$ cat src/rtl/seq_shift_reg.sv
// WIDTH-bit datapath register with parallel load and multi-cycle shift/rotate,
// one bit position per enabled clock, reporting completion on busy/done.
module seq_shift_reg #(
  parameter int WIDTH = 8,
  parameter int AMT_W = 4
) (
  input  logic             clk,
  input  logic             rst,
  input  logic             en,
  input  logic             clr,
  input  logic             load,
  input  logic [WIDTH-1:0] d,
  input  logic             start,
  input  logic [2:0]       op,
  input  logic [AMT_W-1:0] amt,
  input  logic             sin,
  output logic [WIDTH-1:0] q,
  output logic             sout,
  output logic             busy,
  output logic             done
);

  typedef enum logic {
    IDLE  = 1'b0,
    SHIFT = 1'b1
  } state_t;

  localparam logic [2:0] OP_SHL = 3'b000;
  localparam logic [2:0] OP_SHR = 3'b001;
  localparam logic [2:0] OP_SAR = 3'b010;
  localparam logic [2:0] OP_ROL = 3'b011;
  localparam logic [2:0] OP_ROR = 3'b100;
  localparam logic [2:0] OP_SLI = 3'b101;
  localparam logic [2:0] OP_SRI = 3'b110;

  state_t           state_q, state_d;
  logic [WIDTH-1:0] q_q, q_d;
  logic             sout_q, sout_d;
  logic             done_q, done_d;
  logic [AMT_W-1:0] cnt_q, cnt_d;
  logic [2:0]       op_q, op_d;

  logic [WIDTH-1:0] step_q;
  logic             step_sout;

  // Single-bit step of the latched operation; the reserved op holds q and sout.
  always_comb begin
    step_q    = q_q;
    step_sout = sout_q;
    case (op_q)
      OP_SHL: begin
        step_q    = {q_q[WIDTH-2:0], 1'b0};
        step_sout = q_q[WIDTH-1];
      end
      OP_SHR: begin
        step_q    = {1'b0, q_q[WIDTH-1:1]};
        step_sout = q_q[0];
      end
      OP_SAR: begin
        step_q    = {q_q[WIDTH-1], q_q[WIDTH-1:1]};
        step_sout = q_q[0];
      end
      OP_ROL: begin
        step_q    = {q_q[WIDTH-2:0], q_q[WIDTH-1]};
        step_sout = q_q[WIDTH-1];
      end
      OP_ROR: begin
        step_q    = {q_q[0], q_q[WIDTH-1:1]};
        step_sout = q_q[0];
      end
      OP_SLI: begin
        step_q    = {q_q[WIDTH-2:0], sin};
        step_sout = q_q[WIDTH-1];
      end
      OP_SRI: begin
        step_q    = {sin, q_q[WIDTH-1:1]};
        step_sout = q_q[0];
      end
      default: begin
        step_q    = q_q;
        step_sout = sout_q;
      end
    endcase
  end

  // done defaults low every edge so the pulse clears even while en is low.
  always_comb begin
    state_d = state_q;
    q_d     = q_q;
    sout_d  = sout_q;
    done_d  = 1'b0;
    cnt_d   = cnt_q;
    op_d    = op_q;
    if (en) begin
      if (clr) begin
        q_d = '0;
        if (state_q == SHIFT) begin
          sout_d  = 1'b0;
          cnt_d   = '0;
          state_d = IDLE;
        end
      end else begin
        case (state_q)
          IDLE: begin
            if (load) begin
              q_d = d;
            end else if (start) begin
              if (amt != '0) begin
                op_d    = op;
                cnt_d   = amt;
                state_d = SHIFT;
              end else begin
                done_d = 1'b1;
              end
            end
          end
          SHIFT: begin
            q_d    = step_q;
            sout_d = step_sout;
            cnt_d  = cnt_q - AMT_W'(1);
            if (cnt_q == AMT_W'(1)) begin
              state_d = IDLE;
              done_d  = 1'b1;
            end
          end
          default: state_d = IDLE;
        endcase
      end
    end
  end

  always_ff @(posedge clk or posedge rst) begin
    if (rst) begin
      state_q <= IDLE;
      q_q     <= '0;
      sout_q  <= 1'b0;
      done_q  <= 1'b0;
      cnt_q   <= '0;
      op_q    <= OP_SHL;
    end else begin
      state_q <= state_d;
      q_q     <= q_d;
      sout_q  <= sout_d;
      done_q  <= done_d;
      cnt_q   <= cnt_d;
      op_q    <= op_d;
    end
  end

  assign q    = q_q;
  assign sout = sout_q;
  assign busy = (state_q == SHIFT);
  assign done = done_q;

endmodule

$ cat config.mk
export PLATFORM = sky130hd
export DESIGN_NAME = seq_shift_reg
export DESIGN_NICKNAME = d
export VERILOG_FILES = /design/src/rtl/seq_shift_reg.sv
export SDC_FILE = /design/constraint.sdc
export NUM_CORES = 1
export LEC_CHECK = 0
export ABC_AREA = 1
export BUFFER_PORTS_ARGS = -buffer_cell sky130_fd_sc_hd__buf_4
export CAP_MARGIN = 15
export CORE_UTILIZATION = 49
export DETAILED_ROUTE_END_ITERATION = 7
export HOLD_SLACK_MARGIN = 0.12
export PLACE_DENSITY = 0.73
export SETUP_SLACK_MARGIN = 0.02
export SLEW_MARGIN = 40
export SYNTH_ARGS = -nofsm -noshare
export SYNTH_HDL_FRONTEND = slang
export SYNTH_SLANG_ARGS = --single-unit
$ cat constraint.sdc
create_clock -name clk -period 1.7 [get_ports clk]
set_clock_uncertainty 0.1 [all_clocks]
set_input_delay 0.51 -clock clk [delete_from_list [all_inputs] [get_ports clk]]
set_output_delay 0.51 -clock clk [all_outputs]
set_load 0.05 [all_outputs]
==> results.yml, run 1 <==
sta:
  min_period_ns: 1.61
  finalHoldViolations: 0
  setup_viol: 0
  worst_pin_slew_ns: 0.275
  period_share: 0.949
  slew-limit-headroom: 0.817
  drv_slew: 0
  setup_tns_ns: 0
  finalWorstSetupSlack_ns: 0.0864
  max_freq_ghz: 0.620
  fin_hold_ws_ns: 0.313
  rsz0062_at_grt: "no"
route:
  drt_first_pass_iters: 4
  vias: 1244
  via_per_inst: 5.12
  postRouteWirelength_um: 2970
  wl_per_cell_um: 12.2
  drt_iter0_markers: 21
  antenna_left: 0
  drc: 0
power_and_ir_drop:
  p_switching_mw: 1.49
  p_sw_frac: 0.537
  p_leak_nw: 0.817
  power.total_mw: 2.77
  pwr-share-seq: 0.290
  p_int_mw: 1.28
  p_clk_frac: 0.101
  p_comb_frac: 0.609
  vdd_drop_max_uv: 1150
  power_density_nw_per_um2: 1760
cts:
  post_cts_buffers: 0
  ctsHoldBuffers: 1
  tritoncts: "done"
  htreeDepth: 1
  root_buffer: "clkbuf_4"
  clkLatencyLatePin_ns: 0.30
  clk_pin_slew_ns: 0.11
  cts_inserted_buffers: 3
  cts_resized: 0
  cts_buffer_depth: 2
  cts.sinks: 18
floorplanning:
  ioPinCount: 33
  std_cell_rows: 18
  start_util: 0.516
  core-area_um2: 2450
  chipWidth_um: 52.8
  fp.dieH_um: 52.8
  die-area_um2: 2790
global_route:
  grt_pass1_wl_um: 4950
  track_usage: 0.244
  antenna_found_initial: 0
  grt-ovfl-total: 0
  grt_max_degree: 25
  first_global_vias: 1139
worst_setup_path:
  worstPathRequired_ns: 1.09
  arrival_ns: 1.00
  path_class: "flop to output pin"
  reg2reg_to: "q[7]$_DFFE_PP0P_"
  r2r-start: "op_q[0]$_DFFE_PP0P_"
  path_cells: "buf_4"
  worst_path_largest_cell_delay_ns: 0.46
  cp-start-kind: "flop"
  cp_max_fo: 4
  critPathBufInv: 1
  cp.depth: 1
  path_delay_family: "flip-flops"
  rr_worst_depth: 9
  slowest_stage: "dfrtp_1"
  end_kind: "output pin"
  rrSetupSlack_ns: 0.24
synth:
  syn_avg_cell_area_um2: 7.11
  synth-seq-cells: 18
  syn_inst: 178
  async_reset_ff_frac: 1.00
  synth_flop_cell: "dfrtp_1"
  yosysWarnings: 0
  ys_types: 27
  syn_area_um2: 1270
  synth_edf_count: 0
  synth_seq_area_share: 0.356
  syn-num-nets: 202
hold_path:
  min_to: "op_q[0]$_DFFE_PP0P_"
  min_path_cells: 3
  worstHoldPathType: "input port to flop"
  min_from: "op[0]"
final_layout:
  nets: 238
  drive_gt1_frac: 0.296
  final_util: 0.640
  fillers: 218
  mostFrequentLayoutCell: "nand2_1"
  area_growth_pct: 24.1
  final_cell_mix: "nand2_1, buf_4, nor2_1, inv_1, dfrtp_1"
  diodes: 0
place:
  port_buffers: 32
  gp_congestion: 0.857
  dpl_worst_slack_ns: 0.0295
  dp_hpwl_um: 2330
job:
  cap_violations: 0
status:
  outcome: "finished clean"
-- metal layers --
| layer | vias up | share of wire | GRT usage |
|---|---|---|---|
| met5 | - | 0 | 0 |
| met2 | 26 | 0.49 | 0.401 |
| li1 | 638 | - | - |
| met1 | 574 | 0.46 | 0.322 |
| met4 | 0 | 0.021 | 0.101 |
| met3 | 6 | 0.030 | 0.0261 |
-- through the flow --
stage | instance area, µm² | cells
CTS | 1570 | 243
global placement | 1530 | 238
floorplan | 1270 | 178
finish | 1570 | 243
detailed placement | 1530 | 238
global route | 1570 | 243
-- power groups by stage --
stage               logic [mW]  registers, mW  clock network (mW)
detailed placement        1.70          0.807                   0
finish                    1.69          0.803               0.280
global placement          1.66          0.805                   0
global route              1.85          0.829               0.304
CTS                       1.70          0.800               0.285
floorplan                0.989           1.13                   0
-- synthesized netlist by cell type (2+ instances only) --
cell type	number	area [µm²]
o21ai_1	4	20.0
xor2_1	2	17.5
inv_1	19	71.3
nand3_2	3	30.0
o22ai_1	3	18.8
nor2_2	2	12.5
nand4_1	3	18.8
inv_2	5	18.8
nor2_1	21	78.8
o21ai_0	8	40.0
nand3_1	11	55.1
nand2_2	6	37.5
buf_6	2	22.5
ha_1	2	25.0
nand2_1	53	199
a21oi_1	3	15.0
o211ai_2	3	37.5
dfrtp_1	18	450
o21ai_2	2	17.5
-- cells by family after synthesis --
| group | after synthesis | share of synthesized area |
|---|---|---|
| compound gates | 26 | 0.144 |
| xor+xnor | 2 | 0.0138 |
| fa+ha+maj | 2 | 0.0198 |
| buf+inv | 29 | 0.103 |
| flops | 18 | 0.356 |
| simple gates | 101 | 0.364 |
-- how the worst max path moves through the flow --
stage,start,to
detailed placement,amt[1],cnt_q[2]$_DFFE_PP0P_
global route,busy$_DFFE_PP0P_,busy
CTS,busy$_DFFE_PP0P_,busy
finish,busy$_DFFE_PP0P_,busy
floorplan,busy$_DFFE_PP0P_,q[2]$_DFFE_PP0P_
global placement,amt[1],cnt_q[0]$_DFFE_PP0P_
-- registers in the layout, summed over array words and instances (netlist names) --
signal  flops
cnt_q       4
op_q        3
sout        1
done        1
busy        1
q           8
-- layout make-up --
class,count,area [µm²],share of cell area
Tap cell,30,37.5,0.0239
Clock buffer,4,36.3,0.0231
Inverter,25,96.3,0.0613
Multi-Input combinational cell,131,686,0.436
Sequential cell,18,450,0.287
Timing Repair Buffer,35,265,0.169
Note: power is estimated with default switching activity, not from simulation.
==> run 2: changes to the inputs <==
CORE_UTILIZATION = 33   (was 49)
PLACE_DENSITY = 0.52   (was 0.73)
==> run 2 against run 1 <==
Against the previous run:
- count of clock-buffer cells in the layout stayed put
- largest power group unchanged
- via count is 0.96% higher
- critical endpoint unchanged
- critical path depth stayed put
==> results.yml, run 2 (synthesis gave the netlist of run 1 again) <==
status:
  outcome: "finished clean"
worst_setup_path:
  end_kind: "output pin"
  worstPathRequired_ns: 1.09
  rr_worst_depth: 8
  reg2reg_to: "q[7]$_DFFE_PP0P_"
  rrSetupSlack_ns: 0.24
  arrival_ns: 0.97
  slowest_stage: "dfrtp_1"
  path_class: "flop to output pin"
  critPathBufInv: 1
  worst_path_largest_cell_delay_ns: 0.47
  path_delay_family: "flip-flops"
  cp-start-kind: "flop"
  r2r-start: "op_q[2]$_DFFE_PP0P_"
  cp_max_fo: 5
  path_cells: "buf_4"
final_layout:
  fillers: 384
  nets: 238
  final_util: 0.440
  diodes: 0
  mostFrequentLayoutCell: "nand2_1"
  largest_reg_flops: 8
  final_cell_mix: "nand2_1, buf_4, nor2_1, inv_1, dfrtp_1"
  drive_gt1_frac: 0.300
  area_growth_pct: 27.2
  instances_no_fill: 261
hold_path:
  worstHoldPathType: "input port to asynchronous set/reset pin"
global_route:
  first_global_vias: 1168
  grt_max_degree: 19
  antenna_found_initial: 0
  grt_pass1_wl_um: 5200
  track_usage: 0.163
  grt-ovfl-total: 0
sta:
  setup_tns_ns: 0
  drv_slew: 0
  min_period_ns: 1.58
  rsz0062_at_grt: "no"
  period_share: 0.927
  finalHoldViolations: 0
  worst_pin_slew_ns: 0.261
  fin_hold_ws_ns: 0.172
  max_freq_ghz: 0.635
  setup_viol: 0
  slew-limit-headroom: 0.826
floorplanning:
  fp.dieH_um: 63.9
  start_util: 0.346
  std_cell_rows: 22
  die-area_um2: 4090
  chipWidth_um: 63.9
  ioPinCount: 33
  core-area_um2: 3660
cts:
  root_buffer: "clkbuf_8"
  ctsHoldBuffers: 0
  clk_pin_slew_ns: 0.07
  cts_buffer_depth: 2
  post_cts_buffers: 0
  cts_resized: 0
  htreeDepth: 1
  cts_inserted_buffers: 3
  clkLatencyLatePin_ns: 0.25
  cts.sinks: 18
  tritoncts: "done"
power_and_ir_drop:
  vdd_drop_max_uv: 799
  power.total_mw: 2.85
  p_leak_nw: 0.826
  power_density_nw_per_um2: 1770
place:
  placed_cells: 257
  dp_hpwl_um: 2340
  gp_congestion: 0.777
  port_buffers: 32
route:
  drt_iter0_markers: 23
  postRouteWirelength_um: 3010
  via_per_inst: 4.81
  antenna_left: 0
  drc: 0
  drt_first_pass_iters: 4
  wl_per_cell_um: 11.5
  vias: 1256
job:
  cap_violations: 0
-- run 2: cell count changes in the layout (fill, tap and decap cells not counted) --
cell	previous run	this run
clkbuf_4	3	0
clkbuf_8	1	4
buf_4	34	35
dlygate4sd3_1	1	0
-- run 2: report_power, final --
part / total [mW] / switching [mW] / internal, mW
clock network: 0.355 / 0.149 / 0.206
registers: 0.814 / 0.208 / 0.606
logic: 1.69 / 1.13 / 0.556
-- run 2: routing by layer --
| metal | GRT usage | share of wire |
|---|---|---|
| met5 | 0 | 0 |
| met4 | 0.0511 | 0.0050 |
| met3 | 0.0250 | 0.053 |
| met2 | 0.279 | 0.47 |
| met1 | 0.208 | 0.47 |
-- run 2: worst reg2reg max path: stages, from the launching register on --
cell     delay [ns]
dfrtp_1        0.45
inv_2          0.16
nand3_2        0.12
nand3_4        0.20
nor2_1         0.06
nor2_1         0.10
nand2_1        0.06
nand2_1        0.05
nand2_1        0.05
-- run 2: final cells by class --
type	count	area [µm²]	area share
multi-input combinational	131	686	0.426
sequential	18	450	0.280
timing repair buffer	35	263	0.163
inverter	25	96.3	0.0598
tap	48	60.1	0.0373
clock buffer	4	55.1	0.0342
-- run 2: how the worst max path moves through the flow --
stage                           from              endpoint  slack (ns)  depth (start not counted)
finish              busy$_DFFE_PP0P_                  busy        0.12                          1
global placement                 clr   op_q[0]$_DFFE_PP0P_        0.13                          5
detailed placement            amt[1]  cnt_q[2]$_DFFE_PP0P_        0.09                          7
CTS                 busy$_DFFE_PP0P_                  busy        0.11                          1
global route        busy$_DFFE_PP0P_                  busy        0.07                          1
floorplan           busy$_DFFE_PP0P_      q[2]$_DFFE_PP0P_        0.12                          8
-- run 2: through the flow --
| stage | area, µm² | worst slack, ns |
|---|---|---|
| 2_1_floorplan | 1270 | 0.116 |
| 3_3_place_gp | 1560 | 0.133 |
| 3_5_place_dp | 1560 | 0.0877 |
| 4_1_cts | 1610 | 0.114 |
| 5_1_grt | 1610 | 0.0669 |
| 6_report | 1610 | 0.124 |
==> run 3: changes to the inputs <==
==> constraint.sdc (replaced) <==
create_clock -name clk -period 1.7 [get_ports clk]
set_clock_uncertainty 0.1 [all_clocks]
set_input_delay 0.255 -clock clk [delete_from_list [all_inputs] [get_ports clk]]
set_output_delay 0.255 -clock clk [all_outputs]
set_load 0.05 [all_outputs]
==> run 3 against run 2 <==
Against the previous run:
- wire length up 2.3%
- sequential share of layout area is 0.32 points lower
- final cell count is 0.77% higher
- register-to-register slack barely moved
- global-route usage rose by 1.2 points
- worst setup slack gained 0.11 ns
- utilization up 0.51 points
- total power decreased by 2.1%
- clock power is 13% lower
- sequential power down 0.9%
- non-clock buffer count grew 3
- largest cell class unchanged
==> results.yml, run 3 (synthesis gave the netlist of run 1 again) <==
route:
  drc: 0
  drt_iter0_markers: 35
  drt_first_pass_iters: 4
  postRouteWirelength_um: 3080
  via_per_inst: 4.70
  antenna_left: 0
  wl_per_cell_um: 11.7
  vias: 1235
floorplanning:
  core-area_um2: 3660
  chipWidth_um: 63.9
  start_util: 0.346
  die-area_um2: 4090
  std_cell_rows: 22
  ioPinCount: 33
  fp.dieH_um: 63.9
global_route:
  antenna_found_initial: 0
  grt-ovfl-total: 0
  grt_max_degree: 25
  first_global_vias: 1277
  grt_pass1_wl_um: 5680
  track_usage: 0.175
worst_setup_path:
  arrival_ns: 1.52
  cp_max_fo: 6
  cp-start-kind: "flop"
  end_kind: "flop"
  path_class: "flop to flop"
  worstPathRequired_ns: 1.75
final_layout:
  mostFrequentLayoutCell: "nand2_1"
  instances_no_fill: 263
  nets: 241
  diodes: 0
  largest_reg_flops: 8
  final_cell_mix: "nand2_1, buf_4, nor2_1, inv_1, dfrtp_1"
  final_util: 0.445
  area_growth_pct: 28.7
  drive_gt1_frac: 0.288
  design_area_um2: 1630
sta:
  period_share: 0.861
  max_freq_ghz: 0.683
  min_period_ns: 1.46
  worst_pin_slew_ns: 0.280
  finalWorstSetupSlack_ns: 0.237
  rsz0062_at_grt: "no"
  slew-limit-headroom: 0.814
  finalHoldViolations: 0
  setup_tns_ns: 0
  fin_hold_ws_ns: 0.188
  setup_viol: 0
  drv_slew: 0
cts:
  clkLatencyLatePin_ns: 0.26
  cts_inserted_buffers: 3
  clk_pin_slew_ns: 0.08
  cts.sinks: 18
  cts_resized: 0
  htreeDepth: 1
  root_buffer: "clkbuf_8"
  cts_buffer_depth: 2
  tritoncts: "done"
place:
  dp_hpwl_um: 2390
  postPlaceCellArea_um2: 1550
  gp_congestion: 0.839
  placed_cells: 256
  dpl_worst_slack_ns: 0.244
  port_buffers: 32
hold_path:
  worstHoldPathType: "input port to flop"
power_and_ir_drop:
  power.total_mw: 2.79
  vdd_drop_max_uv: 805
  power_density_nw_per_um2: 1710
  p_leak_nw: 0.830
status:
  outcome: "finished clean"
job:
  cap_violations: 0
[run 3: report_power, final]
group / internal (mW) / switching [mW] / total [mW]
clock network: 0.158 / 0.153 / 0.310
logic: 0.548 / 1.13 / 1.68
registers: 0.606 / 0.201 / 0.807
[run 3: layer usage]
layer	routed length (µm)	GRT usage	share of wire
met1	1480	0.238	0.48
met2	1420	0.295	0.46
met3	158	0.0250	0.051
met5	0	0	0
met4	22	0.0341	0.0071
[run 3: final cells by class]
type                            count  area, µm²
Multi-Input combinational cell    131        686
Sequential cell                    18        450
Inverter                           25       96.3
Timing Repair Buffer               38        295
Fill cell                         389       2030
Tap cell                           48       60.1
Clock buffer                        3       41.3
[run 3: path summary, 6_finish.rpt]
check / startpoint / to / slack, ns / depth (start not counted)
min: load / done$_DFF_PP0_ / 0.19 / 4
min in group asynchronous: rst / q[2]$_DFFE_PP0P_ / 0.47 / 4
max reg2reg: op_q[0]$_DFFE_PP0P_ / q[7]$_DFFE_PP0P_ / 0.24 / 9
max in group asynchronous: rst / sout$_DFFE_PP0P_ / 0.83 / 4
max: op_q[0]$_DFFE_PP0P_ / q[7]$_DFFE_PP0P_ / 0.24 / 9
min reg2reg: sout$_DFFE_PP0P_ / sout$_DFFE_PP0P_ / 0.43 / 2
[run 3: timing repair]
| action | 4_1_cts | 5_1_grt |
|---|---|---|
| hold endpoints to repair | 21 | 0 |
| setup buffers | 0 | 0 |
| hold buffers | 4 | 0 |
[run 3: worst max-delay path, cell delays in order, from the launching register on]
cell and delay, ns:
dfrtp_1 0.48, inv_2 0.10, nand3_2 0.12, inv_1 0.06, nor2_2 0.20, nand2_1 0.07
nand3_1 0.08, nand2_1 0.05, nand2_1 0.05, nand2_1 0.04
